$ cat src/rtl/noc_vc_credit_controller.sv
// noc_vc_credit_controller: per-VC downstream credit counters driving vc_available for VC arbitration
// Ports: clk, rst_n (async, active low); i_clear reloads all counters to BUFFER_DEPTH;
//   i_flit_valid/i_flit_vc (one-hot) consume a credit; i_credit_return[i] returns one credit to VC i;
//   o_vc_available[i] = VC i has a credit; o_credit_count packs counters (VC i at [i*COUNT_WIDTH +: COUNT_WIDTH]);
//   o_all_credits_home = every counter at BUFFER_DEPTH.
// Optional macro NOC_CREDIT_CHECK_EN adds the sticky o_credit_error flag for protocol violations.
package noc_pkg;
  typedef struct packed {
    int unsigned virtual_channels;
  } noc_config;
  localparam noc_config NOC_DEFAULT_CONFIG = '{virtual_channels: 2};
endpackage

module noc_vc_credit_controller
  import noc_pkg::*;
#(
  parameter noc_config CONFIG = NOC_DEFAULT_CONFIG,
  parameter int BUFFER_DEPTH = 8,
  localparam int CHANNELS = int'(CONFIG.virtual_channels),
  localparam int COUNT_WIDTH = $clog2(BUFFER_DEPTH + 1)
) (
  input  logic                            clk,
  input  logic                            rst_n,
  input  logic                            i_clear,
  input  logic                            i_flit_valid,
  input  logic [CHANNELS-1:0]             i_flit_vc,
  input  logic [CHANNELS-1:0]             i_credit_return,
  output logic [CHANNELS-1:0]             o_vc_available,
  output logic [CHANNELS*COUNT_WIDTH-1:0] o_credit_count,
`ifdef NOC_CREDIT_CHECK_EN
  output logic                            o_credit_error,
`endif
  output logic                            o_all_credits_home
);
  localparam logic [COUNT_WIDTH-1:0] FULL = COUNT_WIDTH'(BUFFER_DEPTH);
  logic [CHANNELS-1:0] consume;
  logic [CHANNELS-1:0] home;
  logic [CHANNELS-1:0] viol;
  assign consume = i_flit_vc & {CHANNELS{i_flit_valid}};
  assign o_all_credits_home = &home;
  for (genvar i = 0; i < CHANNELS; i++) begin : g_vc
    logic [COUNT_WIDTH-1:0] cnt;
    logic [COUNT_WIDTH-1:0] nxt;
    logic empty;
    logic full;
    assign empty = cnt == '0;
    assign full = cnt == FULL;
    // Saturate at both ends; a paired consume+return is a no-op.
    always_comb begin
      nxt = (consume[i] && !i_credit_return[i] && !empty) ? cnt - COUNT_WIDTH'(1) :
            (i_credit_return[i] && !consume[i] && !full) ? cnt + COUNT_WIDTH'(1) : cnt;
    end
    always_ff @(posedge clk or negedge rst_n) begin
      if (!rst_n) cnt <= FULL;
      else cnt <= i_clear ? FULL : nxt;
    end
    assign viol[i] = (consume[i] && empty && !i_credit_return[i]) ||
                     (i_credit_return[i] && full && !consume[i]);
    assign home[i] = full;
    assign o_vc_available[i] = !empty;
    assign o_credit_count[i*COUNT_WIDTH +: COUNT_WIDTH] = cnt;
  end
`ifdef NOC_CREDIT_CHECK_EN
  logic not_onehot;
  assign not_onehot = i_flit_valid &&
                      ((i_flit_vc == '0) || ((i_flit_vc & (i_flit_vc - CHANNELS'(1))) != '0));
  always_ff @(posedge clk or negedge rst_n) begin
    if (!rst_n) o_credit_error <= 1'b0;
    else if (i_clear) o_credit_error <= 1'b0;
    else if ((|viol) || not_onehot) o_credit_error <= 1'b1;
  end
`else
  logic unused_viol;
  assign unused_viol = |viol;
`endif
endmodule
$ cat config.mk
export PLATFORM = sky130hd
export DESIGN_NAME = noc_vc_credit_controller
export DESIGN_NICKNAME = d
export VERILOG_FILES = /design/src/rtl/noc_vc_credit_controller.sv
export SDC_FILE = /design/constraint.sdc
export NUM_CORES = 1
export LEC_CHECK = 0
export BUFFER_PORTS_ARGS = -buffer_cell sky130_fd_sc_hd__buf_2
export CORE_UTILIZATION = 30
export DETAILED_ROUTE_END_ITERATION = 6
export HOLD_SLACK_MARGIN = 0.08
export PLACE_DENSITY_LB_ADDON = 0.25
export SETUP_SLACK_MARGIN = 0.5
export SYNTH_ARGS = -nofsm -noshare
export SYNTH_HDL_FRONTEND = slang
export SYNTH_SLANG_ARGS = --single-unit
$ cat constraint.sdc
create_clock -name clk -period 2.5 [get_ports clk]
set_clock_uncertainty 0.15 [all_clocks]
set_input_delay 0.25 -clock clk [delete_from_list [all_inputs] [get_ports clk]]
set_output_delay 0.25 -clock clk [all_outputs]
set_load 0.02 [all_outputs]
# Word level (Yosys, flattened, before mapping)
# Index checks and enable logic that the tools add are counted.
# Widths: inputs -> output; s select.
# totals
reg_bits	8
inputBits	8
# op_classes
addsub	4
n_eq_ne	2
mux	6
n_bitwise	1
n_reduce_logical	21
# op_table
op	n
$mux 4	6
$add 4x1->4 const B	2
$eq 4x4->1 const B	2
$logic_and 1x1->1	8
$logic_not 1->1	8
$logic_not 4->1	2
$sub 4x1->4 const B	2
$reduce_bool 3->1	2
$and 2x2->2	1
$reduce_and 2->1	1

# Logic depth before layout (Yosys ltp)
# Gate-level depths: netlist of run 1.
# logic_depth
ltp_word	7
mapped_depth	8

# Worst setup path before layout of run 1
# Ideal clock, no wire load.
# synth_path
path_type	reg-to-reg
start	register g_vc[1].cnt[3]
end	register g_vc[1].cnt[3]
setup_ns	0.089
arrival_time_ns	2.425
slack_ns	-0.165
path_stages_with_launch	9
synth_period_minus_slack_ns	2.665
path_cell_list	dfstp_2 > buf_2 > nor4_1 > nor3_1 > ha_1 > a21o_1 > a21oi_1 > mux2_2 > a211oi_1
# synth_via
elab_chain_len	5
elab_cells_between_ends	12
classes_between	add/sub (2); eq/ne (1); mux (3); reduce/logical (6)
# synth_rtl
item	line_no	rtl
start: declaration	42	logic [COUNT_WIDTH-1:0] cnt;
start signal: assignment	55	else cnt <= i_clear ? FULL : nxt;
branches (longest 5 deep; another with $add 4x1->4)	-	
# Several ways; the timed one is not identified. The select of a mux whose other input is x is not followed.
# A chain may end at the register's enable or synchronous reset.

# Worst setup path after layout of run 1
# layout_path
start	register g_vc[1].cnt[1]
end	register g_vc[1].cnt[3]
# Same word-level chain as after synthesis.

==> results by group, run 1 <==
Detailed routing
  – DRT Wirelength: 2050 um
  – Average via count per standard cell: 5.24
  – Via count: 712
  – Number of antenna-violating nets in the routed design: 0
  – Final routed wire length divided by cell count: 15.1 um
  – Number of iterations in the first detailed-routing pass: 4
  – DRC errors left: 0
  – Initial DRC count: 11

Placed design
  – Pre-CTS worst setup slack: 0.211 ns
  – Total placed instance area: 918 um^2
  – Number of I/O port buffers: 18
  – Detail Placement HPWL: 1360 um
  – GPL Wtd Cong: 0.787

Synthesis
  – Yosys warning count: 0
  – Area of the mapped netlist: 753 um^2
  – Post-synthesis instance total: 80
  – Share of synthesized area occupied by flip-flops and latches: 26.9%
  – Synth Net Count: 94
  – Netlist cell types: 33
  – Post-Synthesis Mean Instance Area: 9.42 um^2
  – Number of storage elements in the synthesis netlist: 8

Setup path
  – Required time of the critical path: 2.54 ns
  – Worst EP arrival: 2.21 ns
  – Type of the worst setup path: reg2reg
  – Crit path launch type: register
  – Setup crit end kind: register
  – R2r startpoint: g_vc[1].cnt[1]
  – Critical-path maximum fanout: 4
  – CP startpoint: g_vc[1].cnt[1]

Pwr
  – Relative contribution of the clock network to total power: 19.6%
  – LEAKAGE: 0.512 nW
  – Power per standard cell area: 550 nW/um^2
  – Fraction of power spent switching nets: 42.5%
  – Sequential cell fraction of total power: 28.9%
  – Switching power: 0.252 mW
  – Maximum ir drop on the vdd rail: 0.000336 V
  – Combinational share of power: 51.4%
  – Internal Pwr Total: 0.340 mW
  – Total chip power: 0.592 mW

Clock network
  – Total clock buffers created by CTS: 3
  – Worst-Skew Late Latency: 0.27 ns
  – Clk Tree Root Cell: sky130_fd_sc_hd__clkbuf_4
  – Maximum number of buffers from clock root to sink: 2
  – CTS tree: yes
  – Clock-pin slew on the worst setup and hold paths: 0.07 ns
  – Count of H-tree levels built during CTS: 1
  – TritonCTS sink count: 8

Timing
  – Worst-case setup margin in the final layout: 0.333 ns
  – Post-route setup TNS: 0 ns
  – Slew Limit Fails: 0
  – Slew @ Worst Pin: 0.449 ns
  – Hold violation total from the final report: 0
  – Max-Slew Margin vs Limit: 70.0%
  – Fmax: 461 MHz
  – Final cycle utilization of the critical path: 86.7%
  – Post-route minimum period: 2.17 ns
  – Final setup violating endpoints: 0
  – Setup repair after global routing missed its margin: true

Global routing
  – Global-route wire length before repair: 3530 um
  – Initial antenna violation count: 0
  – Remaining Overflow, GRT: 0
  – GRT Util Overall: 18.0%
  – Maximum number of pins on one net before global-route repair: 14
  – Vias in the first global route: 729

Final layout
  – Largest register FFs: 8
  – Post-layout net count: 123
  – Share of post-route cells with drive strength above 1: 47.2%
  – Area growth syn-to-layout: 43.0%
  – Leading registers by flop count: g_vc.cnt x8
  – Diodes inserted: 0
  – Layout Cell Area excl Fill: 1080 um^2
  – Register with the highest flop count: g_vc.cnt

Die
  – I/O pin total: 19
  – Core Rows: 17
  – Y dimension of the die: 52.1 um
  – Initial Utilization: 32.8%
  – Std-Cell Core Area: 2300 um^2
  – Die Area: 2710 um^2
  – Horizontal extent of the die: 52.1 um

Worst hold path
  – Class of the worst hold path: in2reg
  – Start point of the worst hold path: i_clear

Outcome
  – Status: finished clean

Job
  – Max cap viols: 0
path summary, 6_finish.rpt:
check                      slack (ns)  cells past startpoint        endpoint
min                              0.17                      2  g_vc[1].cnt[0]
max in group asynchronous        1.74                      2  g_vc[1].cnt[3]
max                              0.33                      7  g_vc[1].cnt[3]
min reg2reg                      0.52                      2  g_vc[1].cnt[2]
max reg2reg                      0.33                      7  g_vc[1].cnt[3]
min in group asynchronous        0.22                      2  g_vc[1].cnt[0]
synth_stat cells, drive strengths merged:
cell type | n | area share [%]
nor2 | 8 | 4.0
dfrtp | 6 | 20
nor3 | 6 | 4.0
buf | 5 | 3.7
mux2i | 5 | 6.6
a21o | 4 | 4.0
ha | 4 | 6.6
nand2 | 4 | 2.3
xor2 | 4 | 4.7
nor4 | 3 | 3.3
a2111o | 2 | 3.0
a2111oi | 2 | 2.3
a211oi | 2 | 2.0
a21oi | 2 | 1.8
dfstp | 2 | 7.0
fa | 2 | 5.3
inv | 2 | 1.0
mux2 | 2 | 3.0
nand2b | 2 | 1.7
nor2b | 2 | 1.7
o31ai | 2 | 2.0
xnor2 | 2 | 2.3
a211o | 1 | 1.2
a221o | 1 | 1.3
a311oi | 1 | 1.2
a31oi | 1 | 0.83
nor4b | 1 | 1.2
or3 | 1 | 0.83
or4b | 1 | 1.3
critical path: stages (launching register included):
cell and delay [ns]:
sky130_fd_sc_hd__dfrtp_2 0.43, sky130_fd_sc_hd__nor4_4 0.34, sky130_fd_sc_hd__nor3_4 0.08, sky130_fd_sc_hd__ha_1 0.30, sky130_fd_sc_hd__a21o_1 0.18, sky130_fd_sc_hd__a21oi_4 0.16
sky130_fd_sc_hd__mux2_4 0.32, sky130_fd_sc_hd__a211oi_2 0.14
power by group through the flow:
stage                     clock (mW)  combinational [mW]  sequential, mW
after floorplan                    0               0.159           0.199
after global placement             0               0.254           0.177
after detailed placement           0               0.252           0.177
after CTS                      0.126               0.288           0.171
after global routing           0.132               0.336           0.173
final                          0.116               0.304           0.171
placed cells by master (no fill, tap or decap), drive strengths merged, types with 3 or more instances in the layout:
cell / instances
xor2: 4
nor4: 3
dfrtp: 6
nand2: 4
buf: 28
a21o: 4
ha: 4
nor2: 8
mux2i: 5
clkbuf: 4
nor3: 6
cell type report:
cell class	instances	area [um^2]
fill	230	1220
inverter	2	7.51
multi-input combinational	65	627
timing repair buffer	29	175
clock buffer	4	26.3
tap	28	35.0
sequential	8	206
kinds of logic (layout without fill, tap and decap cells):
logic type / count (synthesis) / after routing / share of synthesized area (%)
simple gates: 28 / 28 / 20.3
compound gates: 18 / 18 / 19.6
flops: 8 / 8 / 26.9
mux: 7 / 7 / 9.63
buf+inv: 7 / 35 / 4.65
fa+ha+maj: 6 / 6 / 12.0
xor+xnor: 6 / 6 / 6.98
routing by layer:
| metal | global-route usage [%] | wire length [um] |
|---|---|---|
| met4 | 4.05 | 15 |
| met1 | 24.0 | 957 |
| met2 | 28.2 | 1010 |
| met5 | 0 | 0 |
| met3 | 5.26 | 72 |
through the flow:
stage	utilization (%)	hold slack, ns	cells
finish	46.9	0.171	136
CTS	44.7	0.152	136
global placement	40.0	-0.0416	125
floorplan	-	-0.196	80
global route	46.9	0.190	136
detailed placement	40.0	-0.0325	125
repair_timing:
item	CTS	global route
hold endpoints to repair	8	0
hold buffers	1	0
resized for setup	7	9
pin swaps	7	6
endpoints found under the setup margin	3	5
setup buffers	6	0
Power figures use the tool's default switching activity.
==> run 2: changes to the inputs <==
--- a/config.mk
+++ b/config.mk
@@ -6,7 +6,7 @@
 export NUM_CORES = 1
 export LEC_CHECK = 0
 export BUFFER_PORTS_ARGS = -buffer_cell sky130_fd_sc_hd__buf_2
-export CORE_UTILIZATION = 30
+export CORE_UTILIZATION = 33
 export DETAILED_ROUTE_END_ITERATION = 6
 export HOLD_SLACK_MARGIN = 0.08
 export PLACE_DENSITY_LB_ADDON = 0.25
==> results by group, run 2 (synthesis gave the netlist of run 1 again) <==
Pwr
  – Power per standard cell area: 559 nW/um^2
  – Sequential cell fraction of total power: 29.6%
  – LEAKAGE: 0.513 nW
  – Fraction of power spent switching nets: 41.9%
  – Internal Pwr Total: 0.348 mW
  – Relative contribution of the clock network to total power: 19.2%
  – Maximum ir drop on the vdd rail: 0.000334 V
  – Switching power: 0.251 mW
  – Combinational share of power: 51.2%

Detailed routing
  – DRT Wirelength: 1920 um
  – Average via count per standard cell: 5.48
  – Number of iterations in the first detailed-routing pass: 4
  – Via count: 740
  – Initial DRC count: 20
  – Number of antenna-violating nets in the routed design: 0
  – Final routed wire length divided by cell count: 14.3 um
  – DRC errors left: 0

Timing
  – Hold violation total from the final report: 0
  – Final cycle utilization of the critical path: 87.7%
  – Fmax: 456 MHz
  – Slew @ Worst Pin: 0.523 ns
  – Post-route setup TNS: 0 ns
  – Max-Slew Margin vs Limit: 64.2%
  – Slew Limit Fails: 0
  – Post-route minimum period: 2.19 ns
  – Final setup violating endpoints: 0
  – Setup repair after global routing missed its margin: true

Global routing
  – Initial antenna violation count: 0
  – GRT Util Overall: 17.4%
  – Vias in the first global route: 697
  – Maximum number of pins on one net before global-route repair: 14
  – Met1 usage in global routing: 23.3%
  – Met3 GRT Util: 4.63%
  – Global-route wire length before repair: 3270 um
  – Global routing's busiest layer: met2
  – GRT met2 Usage: 26.4%
  – Remaining Overflow, GRT: 0

Outcome
  – Status: finished clean

Job
  – Max cap viols: 0

Clock network
  – Worst-Skew Late Latency: 0.26 ns
  – Maximum number of buffers from clock root to sink: 2
  – TritonCTS sink count: 8
  – Clock-pin slew on the worst setup and hold paths: 0.06 ns
  – CTS tree: yes
  – Count of H-tree levels built during CTS: 1
  – Total clock buffers created by CTS: 3
  – Clk Tree Root Cell: sky130_fd_sc_hd__clkbuf_4

Final layout
  – Leading cell types in the layout, fill and taps excluded: sky130_fd_sc_hd__buf_2 (18), sky130_fd_sc_hd__buf_4 (10), sky130_fd_sc_hd__nor2_1 (8), sky130_fd_sc_hd__mux2i_1 (5), sky130_fd_sc_hd__dfrtp_2 (5)
  – Share of post-route cells with drive strength above 1: 49.1%
  – Commonest non-fill, non-tap cell in the layout: sky130_fd_sc_hd__buf_2
  – Count of filler cells inserted in the layout: 199
  – Utilization after layout: 51.9%
  – Register with the highest flop count: g_vc.cnt
  – Area growth syn-to-layout: 42.0%
  – Layout Cells excl Fill: 135
  – Layout Cell Area excl Fill: 1070 um^2
  – Largest register FFs: 8
  – Post-layout net count: 123
  – Leading registers by flop count: g_vc.cnt x8
  – Diodes inserted: 0
  – FF+latch area: 209 um^2
  – Multi-input combinational cell area: 618 um^2

Placed design
  – GPL Wtd Cong: 0.843
  – Placed Cells incl. Taps: 122
  – Total placed instance area: 902 um^2
  – Number of I/O port buffers: 18
  – Detail Placement HPWL: 1290 um

Die
  – Y dimension of the die: 49.8 um
  – Die Area: 2480 um^2
  – Std-Cell Core Area: 2060 um^2
  – Initial Utilization: 36.5%
  – Core Rows: 16
  – I/O pin total: 19
  – Horizontal extent of the die: 49.8 um

Setup path
  – Crit path launch type: register
  – Number of cell instances on the worst register-to-register path: 7
  – R2r startpoint: g_vc[1].cnt[0]
  – Required time of the critical path: 2.52 ns
  – Type of the worst setup path: reg2reg
  – Critical-path maximum fanout: 4
  – Worst EP arrival: 2.22 ns
  – CP startpoint: g_vc[1].cnt[0]
  – Setup crit end kind: register

Worst hold path
  – Class of the worst hold path: in2reg
  – Start point of the worst hold path: i_clear
  – Instance count along the most critical hold path: 2
-- run 2: cell types whose count changed in the layout (fill, tap and decap cells not counted) --
cell / previous run / this run
sky130_fd_sc_hd__dfrtp_1: 3 / 1
sky130_fd_sc_hd__dfrtp_2: 3 / 5
sky130_fd_sc_hd__nor3_2: 2 / 0
sky130_fd_sc_hd__nor3_4: 2 / 4
sky130_fd_sc_hd__a2111oi_0: 0 / 1
sky130_fd_sc_hd__a2111oi_1: 1 / 0
sky130_fd_sc_hd__a2111oi_2: 0 / 1
sky130_fd_sc_hd__a2111oi_4: 1 / 0
sky130_fd_sc_hd__a21oi_2: 0 / 1
sky130_fd_sc_hd__a21oi_4: 2 / 1
-- run 2: worst paths after layout --
check	to	slack, ns
worst max-delay path	g_vc[1].cnt[3]	0.31
max in group asynchronous	g_vc[1].cnt[3]	1.74
worst max register to register	g_vc[1].cnt[3]	0.31
worst min-delay path	g_vc[1].cnt[0]	0.20
min in group asynchronous	g_vc[0].cnt[1]	0.22
worst min register to register	g_vc[1].cnt[1]	0.54
-- run 2: critical path, stage by stage (launching register included) --
cell and delay, ns:
sky130_fd_sc_hd__dfrtp_2 0.42, sky130_fd_sc_hd__nor4_4 0.34, sky130_fd_sc_hd__nor3_4 0.09, sky130_fd_sc_hd__ha_1 0.29, sky130_fd_sc_hd__a21o_1 0.12, sky130_fd_sc_hd__a21oi_2 0.07, sky130_fd_sc_hd__a2111oi_0 0.49, sky130_fd_sc_hd__a211oi_2 0.13
-- run 2: per-layer routing --
metal | wire (um) | up-vias
met2 | 874 | 22
met4 | 8 | 0
met5 | 0 | -
li1 | - | 358
met1 | 921 | 358
met3 | 120 | 2
-- run 2: area by class of cell --
class | instances | share of cell area, %
clock buffers | 4 | 2.46
inverters | 2 | 0.702
multi-input cells | 65 | 57.8
flip-flops and latches | 8 | 19.5
well taps | 27 | 3.16
repair buffers | 29 | 16.4
-- run 2: through the flow --
step	power, mW	hold WS, ns	worst slack [ns]
global placement	0.420	-0.0433	0.295
floorplan	0.358	-0.196	0.240
global route	0.637	0.217	0.223
detailed placement	0.422	-0.0413	0.211
finish	0.598	0.197	0.309
CTS	0.576	0.184	0.315
-- run 2: what timing repair did --
action / in CTS / in global routing
setup endpoints to repair: 3 / 4
endpoints found under the hold margin: 8 / 0
pin swaps: 7 / 4
hold buffers: 1 / 0
setup buffers: 7 / 1
gates resized for setup: 10 / 7
-- run 2: power by group through the flow --
| stage | Combinational (mW) | Clock [mW] | Sequential, mW |
|---|---|---|---|
| final | 0.306 | 0.115 | 0.177 |
| after global routing | 0.334 | 0.124 | 0.179 |
| after CTS | 0.284 | 0.117 | 0.175 |
| after detailed placement | 0.238 | 0 | 0.184 |
| after global placement | 0.237 | 0 | 0.183 |
| after floorplan | 0.159 | 0 | 0.199 |
